$ cat config.mk
export PLATFORM = sky130hd
export DESIGN_NAME = i2c_slave_regfile
export DESIGN_NICKNAME = d
export VERILOG_FILES = /design/src/rtl/i2c_slave_pkg.sv /design/src/rtl/i2c_bus_cond.sv /design/src/rtl/i2c_slave_regfile.sv
export SDC_FILE = /design/constraint.sdc
export NUM_CORES = 1
export LEC_CHECK = 0
export BUFFER_PORTS_ARGS = -buffer_cell sky130_fd_sc_hd__buf_4
export CAP_MARGIN = 10
export CORE_UTILIZATION = 56
export DETAILED_ROUTE_END_ITERATION = 8
export GPL_TIMING_DRIVEN = 0
export PLACE_DENSITY = 0.83
export SYNTH_ARGS = -nofsm -noshare
export SYNTH_HDL_FRONTEND = slang
export SYNTH_SLANG_ARGS = --single-unit
$ cat constraint.sdc
create_clock -name wb_clk_i -period 5 [get_ports wb_clk_i]
set_input_delay 1 -clock wb_clk_i [delete_from_list [all_inputs] [get_ports wb_clk_i]]
set_output_delay 1 -clock wb_clk_i [all_outputs]
set_load 0.005 [all_outputs]
$ cat src/rtl/i2c_slave_pkg.sv
// Shared types and constants for the I2C register-file slave.
// The FSM state encoding and the ACK/NACK bus levels live here.
package i2c_slave_pkg;

  typedef enum logic [3:0] {
    ST_IDLE,
    ST_ADDR,
    ST_ADDR_ACK,
    ST_PTR,
    ST_PTR_ACK,
    ST_WDATA,
    ST_WDATA_ACK,
    ST_RDATA,
    ST_RDATA_ACK,
    ST_WAIT_STOP
  } i2c_slv_state_e;

  localparam logic I2C_ACK  = 1'b0;
  localparam logic I2C_NACK = 1'b1;

endpackage

$ cat src/rtl/i2c_bus_cond.sv
// SCL/SDA conditioning: 2-flop synchroniser, FILT_LEN-sample glitch filter,
// and single-cycle SCL edge / START / STOP strobes derived from the filtered levels.
module i2c_bus_cond #(
  parameter int FILT_LEN = 3
) (
  input  logic clk,
  input  logic rst,
  input  logic scl_i,
  input  logic sda_i,
  output logic sda_f,
  output logic scl_rise,
  output logic scl_fall,
  output logic start_det,
  output logic stop_det
);

  logic [1:0]          scl_sync_q, scl_sync_d, sda_sync_q, sda_sync_d;
  logic [FILT_LEN-2:0] scl_hist_q, scl_hist_d, sda_hist_q, sda_hist_d;
  logic [FILT_LEN-1:0] scl_win, sda_win;
  logic                scl_f_q, scl_f_d, sda_f_q, sda_f_d;
  logic                scl_prev_q, sda_prev_q;

  // The newest synchronised sample plus FILT_LEN-1 older ones form the window (FILT_LEN >= 2).
  assign scl_win = {scl_hist_q, scl_sync_q[1]};
  assign sda_win = {sda_hist_q, sda_sync_q[1]};

  always_comb begin
    scl_sync_d = {scl_sync_q[0], scl_i};
    sda_sync_d = {sda_sync_q[0], sda_i};
    scl_hist_d = scl_win[FILT_LEN-2:0];
    sda_hist_d = sda_win[FILT_LEN-2:0];
    scl_f_d    = scl_f_q;
    sda_f_d    = sda_f_q;
    if (&scl_win)       scl_f_d = 1'b1;
    else if (~|scl_win) scl_f_d = 1'b0;
    if (&sda_win)       sda_f_d = 1'b1;
    else if (~|sda_win) sda_f_d = 1'b0;
  end

  // Idle bus is high, so everything resets to 1 and no edge fires out of reset.
  always_ff @(posedge clk or posedge rst) begin
    if (rst) begin
      scl_sync_q <= '1;
      sda_sync_q <= '1;
      scl_hist_q <= '1;
      sda_hist_q <= '1;
      scl_f_q    <= 1'b1;
      sda_f_q    <= 1'b1;
      scl_prev_q <= 1'b1;
      sda_prev_q <= 1'b1;
    end else begin
      scl_sync_q <= scl_sync_d;
      sda_sync_q <= sda_sync_d;
      scl_hist_q <= scl_hist_d;
      sda_hist_q <= sda_hist_d;
      scl_f_q    <= scl_f_d;
      sda_f_q    <= sda_f_d;
      scl_prev_q <= scl_f_q;
      sda_prev_q <= sda_f_q;
    end
  end

  assign sda_f     = sda_f_q;
  assign scl_rise  =  scl_f_q & ~scl_prev_q;
  assign scl_fall  = ~scl_f_q &  scl_prev_q;
  assign start_det =  scl_f_q &  scl_prev_q &  sda_prev_q & ~sda_f_q;
  assign stop_det  =  scl_f_q &  scl_prev_q & ~sda_prev_q &  sda_f_q;

endmodule

$ cat src/rtl/i2c_slave_regfile.sv
// Oversampled I2C slave with a byte-wide register file: address match, pointer
// write, burst write/read with auto-incrementing pointer. Never stretches SCL.
module i2c_slave_regfile
  import i2c_slave_pkg::*;
#(
  parameter logic [6:0] SLV_ADDR = 7'h50,
  parameter int         NUM_REGS = 16,
  parameter int         FILT_LEN = 3
) (
  input  logic                        wb_clk_i,
  input  logic                        arst_i,
  input  logic                        scl_pad_i,
  input  logic                        sda_pad_i,
  output logic                        scl_pad_o,
  output logic                        scl_padoen_o,
  output logic                        sda_pad_o,
  output logic                        sda_padoen_o,
  input  logic [$clog2(NUM_REGS)-1:0] loc_rd_addr,
  output logic [7:0]                  loc_rd_data,
  output logic                        wr_evt,
  output logic [$clog2(NUM_REGS)-1:0] wr_evt_addr,
  output logic [7:0]                  wr_evt_data,
  output logic                        busy
);

  localparam int IDXW = $clog2(NUM_REGS);

  logic sda_f, scl_rise, scl_fall, start_det, stop_det;

  i2c_bus_cond #(.FILT_LEN(FILT_LEN)) u_bus_cond (
    .clk       (wb_clk_i),
    .rst       (arst_i),
    .scl_i     (scl_pad_i),
    .sda_i     (sda_pad_i),
    .sda_f     (sda_f),
    .scl_rise  (scl_rise),
    .scl_fall  (scl_fall),
    .start_det (start_det),
    .stop_det  (stop_det)
  );

  i2c_slv_state_e  state_q, state_d;
  logic [3:0]      bit_cnt_q, bit_cnt_d;
  logic [7:0]      shift_q, shift_d;
  logic [IDXW-1:0] ptr_q, ptr_d;
  logic            sda_oen_q, sda_oen_d;
  logic            busy_q, busy_d;
  logic [7:0]      regs_q [NUM_REGS];
  logic [7:0]      regs_d [NUM_REGS];

  logic [7:0] byte_in;
  logic       rx_bit, byte_done, ack_edge;

  assign byte_in   = {shift_q[6:0], sda_f};
  assign rx_bit    = scl_rise && (bit_cnt_q < 4'd8);
  assign byte_done = rx_bit && (bit_cnt_q == 4'd7);
  assign ack_edge  = scl_fall && (bit_cnt_q == 4'd8);

  always_comb begin
    state_d   = state_q;
    bit_cnt_d = bit_cnt_q;
    shift_d   = shift_q;
    ptr_d     = ptr_q;
    sda_oen_d = sda_oen_q;
    busy_d    = busy_q;
    regs_d    = regs_q;
    wr_evt    = 1'b0;

    if (start_det) begin
      state_d   = ST_ADDR;
      bit_cnt_d = 4'd0;
      sda_oen_d = 1'b1;
      busy_d    = 1'b1;
    end else if (stop_det) begin
      state_d   = ST_IDLE;
      bit_cnt_d = 4'd0;
      sda_oen_d = 1'b1;
      busy_d    = 1'b0;
    end else begin
      case (state_q)
        ST_ADDR: begin
          if (rx_bit) begin
            shift_d   = byte_in;
            bit_cnt_d = bit_cnt_q + 4'd1;
          end else if (ack_edge) begin
            bit_cnt_d = 4'd0;
            if (shift_q[7:1] == SLV_ADDR) begin
              state_d   = ST_ADDR_ACK;
              sda_oen_d = I2C_ACK;
            end else begin
              state_d   = ST_WAIT_STOP;
            end
          end
        end
        ST_PTR: begin
          if (rx_bit) begin
            shift_d   = byte_in;
            bit_cnt_d = bit_cnt_q + 4'd1;
            if (byte_done) ptr_d = byte_in[IDXW-1:0];
          end else if (ack_edge) begin
            bit_cnt_d = 4'd0;
            state_d   = ST_PTR_ACK;
            sda_oen_d = I2C_ACK;
          end
        end
        ST_WDATA: begin
          if (rx_bit) begin
            shift_d   = byte_in;
            bit_cnt_d = bit_cnt_q + 4'd1;
            if (byte_done) begin
              regs_d[ptr_q] = byte_in;
              wr_evt        = 1'b1;
              ptr_d         = ptr_q + 1'b1;
            end
          end else if (ack_edge) begin
            bit_cnt_d = 4'd0;
            state_d   = ST_WDATA_ACK;
            sda_oen_d = I2C_ACK;
          end
        end
        ST_ADDR_ACK: begin
          if (scl_fall) begin
            bit_cnt_d = 4'd0;
            if (shift_q[0]) begin
              state_d   = ST_RDATA;
              shift_d   = regs_q[ptr_q];
              sda_oen_d = regs_q[ptr_q][7];
            end else begin
              state_d   = ST_PTR;
              sda_oen_d = 1'b1;
            end
          end
        end
        ST_PTR_ACK, ST_WDATA_ACK: begin
          if (scl_fall) begin
            state_d   = ST_WDATA;
            sda_oen_d = 1'b1;
          end
        end
        ST_RDATA: begin
          if (scl_rise) begin
            bit_cnt_d = bit_cnt_q + 4'd1;
          end else if (ack_edge) begin
            state_d   = ST_RDATA_ACK;
            bit_cnt_d = 4'd0;
            sda_oen_d = 1'b1;
            ptr_d     = ptr_q + 1'b1;
          end else if (scl_fall && bit_cnt_q != 4'd0) begin
            shift_d   = {shift_q[6:0], 1'b0};
            sda_oen_d = shift_q[6];
          end
        end
        ST_RDATA_ACK: begin
          // Entered on a falling edge, so the next fall always follows the ACK sample.
          if (scl_rise && sda_f == I2C_NACK) begin
            state_d = ST_WAIT_STOP;
          end else if (scl_fall) begin
            state_d   = ST_RDATA;
            bit_cnt_d = 4'd0;
            shift_d   = regs_q[ptr_q];
            sda_oen_d = regs_q[ptr_q][7];
          end
        end
        default: ;
      endcase
    end
  end

  always_ff @(posedge wb_clk_i or posedge arst_i) begin
    if (arst_i) begin
      state_q   <= ST_IDLE;
      bit_cnt_q <= 4'd0;
      shift_q   <= 8'h00;
      ptr_q     <= '0;
      sda_oen_q <= 1'b1;
      busy_q    <= 1'b0;
      for (int i = 0; i < NUM_REGS; i++) regs_q[i] <= 8'h00;
    end else begin
      state_q   <= state_d;
      bit_cnt_q <= bit_cnt_d;
      shift_q   <= shift_d;
      ptr_q     <= ptr_d;
      sda_oen_q <= sda_oen_d;
      busy_q    <= busy_d;
      regs_q    <= regs_d;
    end
  end

  assign scl_pad_o    = 1'b0;
  assign scl_padoen_o = 1'b1;
  assign sda_pad_o    = 1'b0;
  assign sda_padoen_o = sda_oen_q;
  assign busy         = busy_q;
  assign loc_rd_data  = regs_q[loc_rd_addr];
  assign wr_evt_addr  = ptr_q;
  assign wr_evt_data  = byte_in;

endmodule

After elaboration in Yosys (flattened, before gate mapping)
Index checks and enable logic that the tools add are counted.

word-level totals
  logic and storage cells = 199
  bits of input ports = 8
  output and inout bits = 26
  register bits = 162

cells by class
  add/subtract/negate cells = 2
  muxes and demuxes = 77
  bitwise gates (word level) = 15
  equality and inequality tests = 43
  magnitude comparators = 4
  reduce and logical (&&, ||, !) cells = 27

operator list
  kind                 count
  $bwmux 128           1
  $mux 4               28
  $mux 8               13
  $bmux 8 s4           2
  $ne 4x4->1 const B   14
  $demux 8 s4          1
  $pmux 8 s4           1
  $pmux 4 s7           1
  $mux 1               26
  $ne 2x2->1 const B   12
  $reduce_and 12->1    2
  $eq 4x3->1 const B   5
  $pmux 4 s4           1
  $pmux 4 s3           1
  $reduce_and 11->1    1
  $ge 5x5->1 const B   2
  $ne 5x5->1 const B   2
  $not 4->5            2
  $reduce_and 10->1    1
  $reduce_and 9->1     1
  $reduce_bool 9->1    1
  $reduce_or 3->1      3
  $add 4x1->4 const B  2
  $eq 4x2->1 const B   2
  21 further kinds     43

Depth between registers and ports, before layout
  depth in word-level cells = 9
  gate-level depth with buffers = 8
  mapped depth without buffers = 7

Modules after synthesis
From an unflattened synthesis, not the netlist that was laid out.

unflattened totals
  cell total of the unflattened synthesis = 652
  area, all modules = 9208.8 um2

modules (own cells, without submodules)
  module             area each (um2)  seq. area each (um2)  cells each  times used
  i2c_slave_regfile  8807.2           3754.9                626         1
  i2c_bus_cond       401.6            315.3                 26          1

Least setup slack after synthesis
Ideal clock, no wire load.

  path kind = input -> output
  from = in loc_rd_addr[0]
  to = out loc_rd_data[0]
  arrival time = 2790 ps
  path buffers = 2
  cell stages on the path = 4
  required time = 4000 ps
  path slack = 1210 ps
  cells stage by stage = clkbuf_1 buf_1 mux4_2 mux4_2

on the way
  cells in the longest elaborated chain, start to end = 4

RTL lines
  what                                       RTL line                  source
  start: declaration                         i2c_slave_regfile.sv:18   input logic [$clog2(NUM_REGS)-1:0] loc_rd_addr,
  $not 4->5 (not written as such)            i2c_slave_regfile.sv:194  assign loc_rd_data = regs_q[loc_rd_addr];
  $bmux 8 s4                                 i2c_slave_regfile.sv:194
  $mux 8 (not written as such) (2 in a row)  i2c_slave_regfile.sv:194
  end: declaration                           i2c_slave_regfile.sv:19   output logic [7:0] loc_rd_data,

No other way between the ends. The select of a mux whose other input is x is not followed.

Worst setup path in the final report
  from = in loc_rd_addr[0]
  to = out loc_rd_data[1]

Same word-level chain as after synthesis.

==> metrics.txt <==
final setup margin 597 ps; final hold violation count 0; Buffers on Ports 27; hold path cells 0; Avg Cell Area, Syn 14.1 µm²; cell mode on critical path mux4_2; RSZ-0062 raised after global routing false; DP Wirelength 16,300 µm; max-cap violations 0; register area share after synthesis 45.3%; Slew Limit Fails 0; Final setup viols 0; Yosys cell types 62; power per cell area 328 nW/µm²; largest net degree at the start of global routing 45; DRC viols 0; FF-to-FF End sda_padoen_o; cell area after layout 10,100 µm²; pre-CTS setup slack 579 ps; hold_buf cts 0; Hold Crit Class register to register; share of post-route cells with drive strength above 1 47.9%; Hold Crit Start u_bus_cond.scl_sync_q[0]; crit path from loc_rd_addr[0]; Post-Synth Simple-Gate Area 6.79%; via count 6,269; clock skew 9.70 ps; Yosys reg bits 162; most frequent cells in the layout dfrtp_1 (149), mux2_2 (131), mux4_2 (78), buf_4 (39), clkbuf_1 (33); cts bufs inserted 17; R2R cell count 8; Sum Neg Setup Slack 0 ps; fmax 227 MHz; Warnings, synthesis 0; crit share post-route 88.1%; post-route ant nets 0; Area after DPL 9550 µm²; post_cts resized 0; Overflow after GRT 0; gr usage total 31.6%; EDFF count, synth 0; IO Pins 34; Reg area 4070 µm²; vias in the first global route 6,421; worst r2r src wr_evt_addr[1]; # fillers 1,100; area occupied by multi-input gates 4590 µm²; crit end category output port; chip height 129 µm; placed insts 879; async set-reset flop share out of synthesis 100%; Yosys top cell by area dfrtp_1; CP max-delay cell buf_1; Vias per Instance 6.89; most common cell after layout, fill and taps aside dfrtp_1; GPL Wtd Cong 0.878; CTS tree built; R2R Setup Slk 1230 ps; Final Instance Count excl. Fillers 910; mean routed wirelength per cell 26.2 µm; Worst-path clk slew 60 ps; Static Leak 4.43 nW; global-route wire length before repair 37,600 µm; status finished, final reports clean; Synth Cell Area 8990 µm²; Post-Synth Adder-Cell Area 0.835%; synth top area cells dfrtp_1 (41%), mux4_2 (20%), mux2_2 (16%); Die Area 16,600 µm²; Clock Path Buffers 2; ANT cells 0; row cnt 45; Slew headroom 30.3%; final net count 701; drt total wl 23,900 µm; initial antenna violation count 0; predominant post-synthesis flop cell dfrtp_1; CP required 4000 ps; post-synthesis mux area share 36.8%; Hold EP u_bus_cond.scl_sync_q[1]; Area Overhead vs Synth 12.5%; startpoint types input port; total power draw 3.31 mW; postcts setup bufs 0; Compound-Gate Fraction of Synth Area 6.43%; drt first pass iters 5; die width 129 µm; Critical Path Max Stage Delay 810 ps; delay-heaviest family, CP buffers and inverters; crit path DAT 3400 ps; Yosys top cell area share 41.5%; Synth Instances 636; fin crit period 4400 ps; DRT iter0 DRCs 752; Worst VDD drop 0.000241 V; CP Class input port to output port; core area 15,400 µm²; H-tree depth 4; Clock Sinks 162; Starting Density 58.3%; XOR/XNOR Fraction of Synth Area 0.0974%; crit-path max FO 10; CP bufs+invs 3; largest family of logic cells by synthesized area multiplexers; CP Cell Sequence clkbuf_1 -> buf_1 -> mux4_2 -> mux4_2 -> buf_4; CTS root buf clkbuf_16; Worst-Margin Slew 1030 ps; Worst-Skew Late Latency 430 ps
cell type report:
cell class / instances / share of cell area (%)
multi-input combinational: 402 / 45.4
sequential: 162 / 40.2
clock buffer: 20 / 4.61
buffer: 62 / 2.91
timing repair buffer: 31 / 2.80
tap: 211 / 2.61
clock inverter: 11 / 1.00
inverter: 11 / 0.445
cells in the mapped netlist, types with 2 or more instances:
library cell,instances
dfrtp_1,149
nor3_1,2
a211oi_1,3
a31oi_1,4
o21ai_0,19
inv_1,11
nand4b_1,2
nor2_2,12
nand2_1,14
buf_2,7
conb_1,2
nor4b_1,2
or2_2,2
clkbuf_1,33
mux4_2,78
nor3_4,4
nand2_4,4
buf_1,9
o22ai_1,6
buf_4,12
nor2b_1,4
dfstp_2,13
mux2_1,4
nand2b_1,8
nor2_1,13
nand3_1,4
mux2_2,131
nor3b_1,2
a22oi_1,6
and2_1,5
a32oi_1,3
o2bb2ai_1,4
a22o_1,6
ha_1,6
nand3b_1,3
a21oi_1,21
mux2i_1,3
how the worst max path moves through the flow:
stage	to	slack, ps	depth (start not counted)
after floorplan	loc_rd_data[0]	1210	4
after global placement	loc_rd_data[1]	610	5
after detailed placement	loc_rd_data[1]	580	5
after CTS	loc_rd_data[1]	560	5
after global routing	loc_rd_data[1]	450	5
final	loc_rd_data[1]	600	5
registers in the layout, summed over array words and instances (netlist names):
| name | count |
|---|---|
| u_bus_cond.sda_f | 1 |
| shift_q | 8 |
| u_bus_cond.scl_hist_q | 2 |
| busy | 1 |
| u_bus_cond.scl_f_q | 1 |
| bit_cnt_q | 4 |
| wr_evt_addr | 4 |
| u_bus_cond.scl_prev_q | 1 |
| u_bus_cond.sda_hist_q | 2 |
| u_bus_cond.sda_sync_q | 2 |
| regs_q | 128 |
| sda_padoen_o | 1 |
| u_bus_cond.scl_sync_q | 2 |
| state_q | 4 |
| u_bus_cond.sda_prev_q | 1 |
layer usage:
metal	global-route usage [%]	wire, µm
met5	0	0
met4	14.5	816
met3	6.86	1830
met2	52.0	12100
met1	40.6	9150
through the flow:
stage	hold slack, ps	utilization [%]
CTS	362	65.6
floorplan	345	-
finish	361	65.6
global route	364	65.6
detailed placement	349	61.9
global placement	346	61.4
power breakdown:
group          switching [mW]  total (mW)  internal, mW
Combinational           0.397       0.637         0.240
Sequential             0.0435        1.41          1.37
Clock                   0.539        1.26         0.723
Total                   0.979        3.31          2.33
worst reg2reg max path: cells and delay by family (launching register included):
family	cells	cell delay (ps)
AOI/OAI and AO/OA	3	900
buffers and inverters	3	1800
DFF	1	410
muxes	2	570
cell families after synthesis:
kind of cell | after synthesis
mux | 216
flops | 162
simple gates | 91
compound gates | 85
buf+inv | 73
fa+ha+maj | 6
other cells | 2
xor+xnor | 1
(Power assumes the default switching activity.)
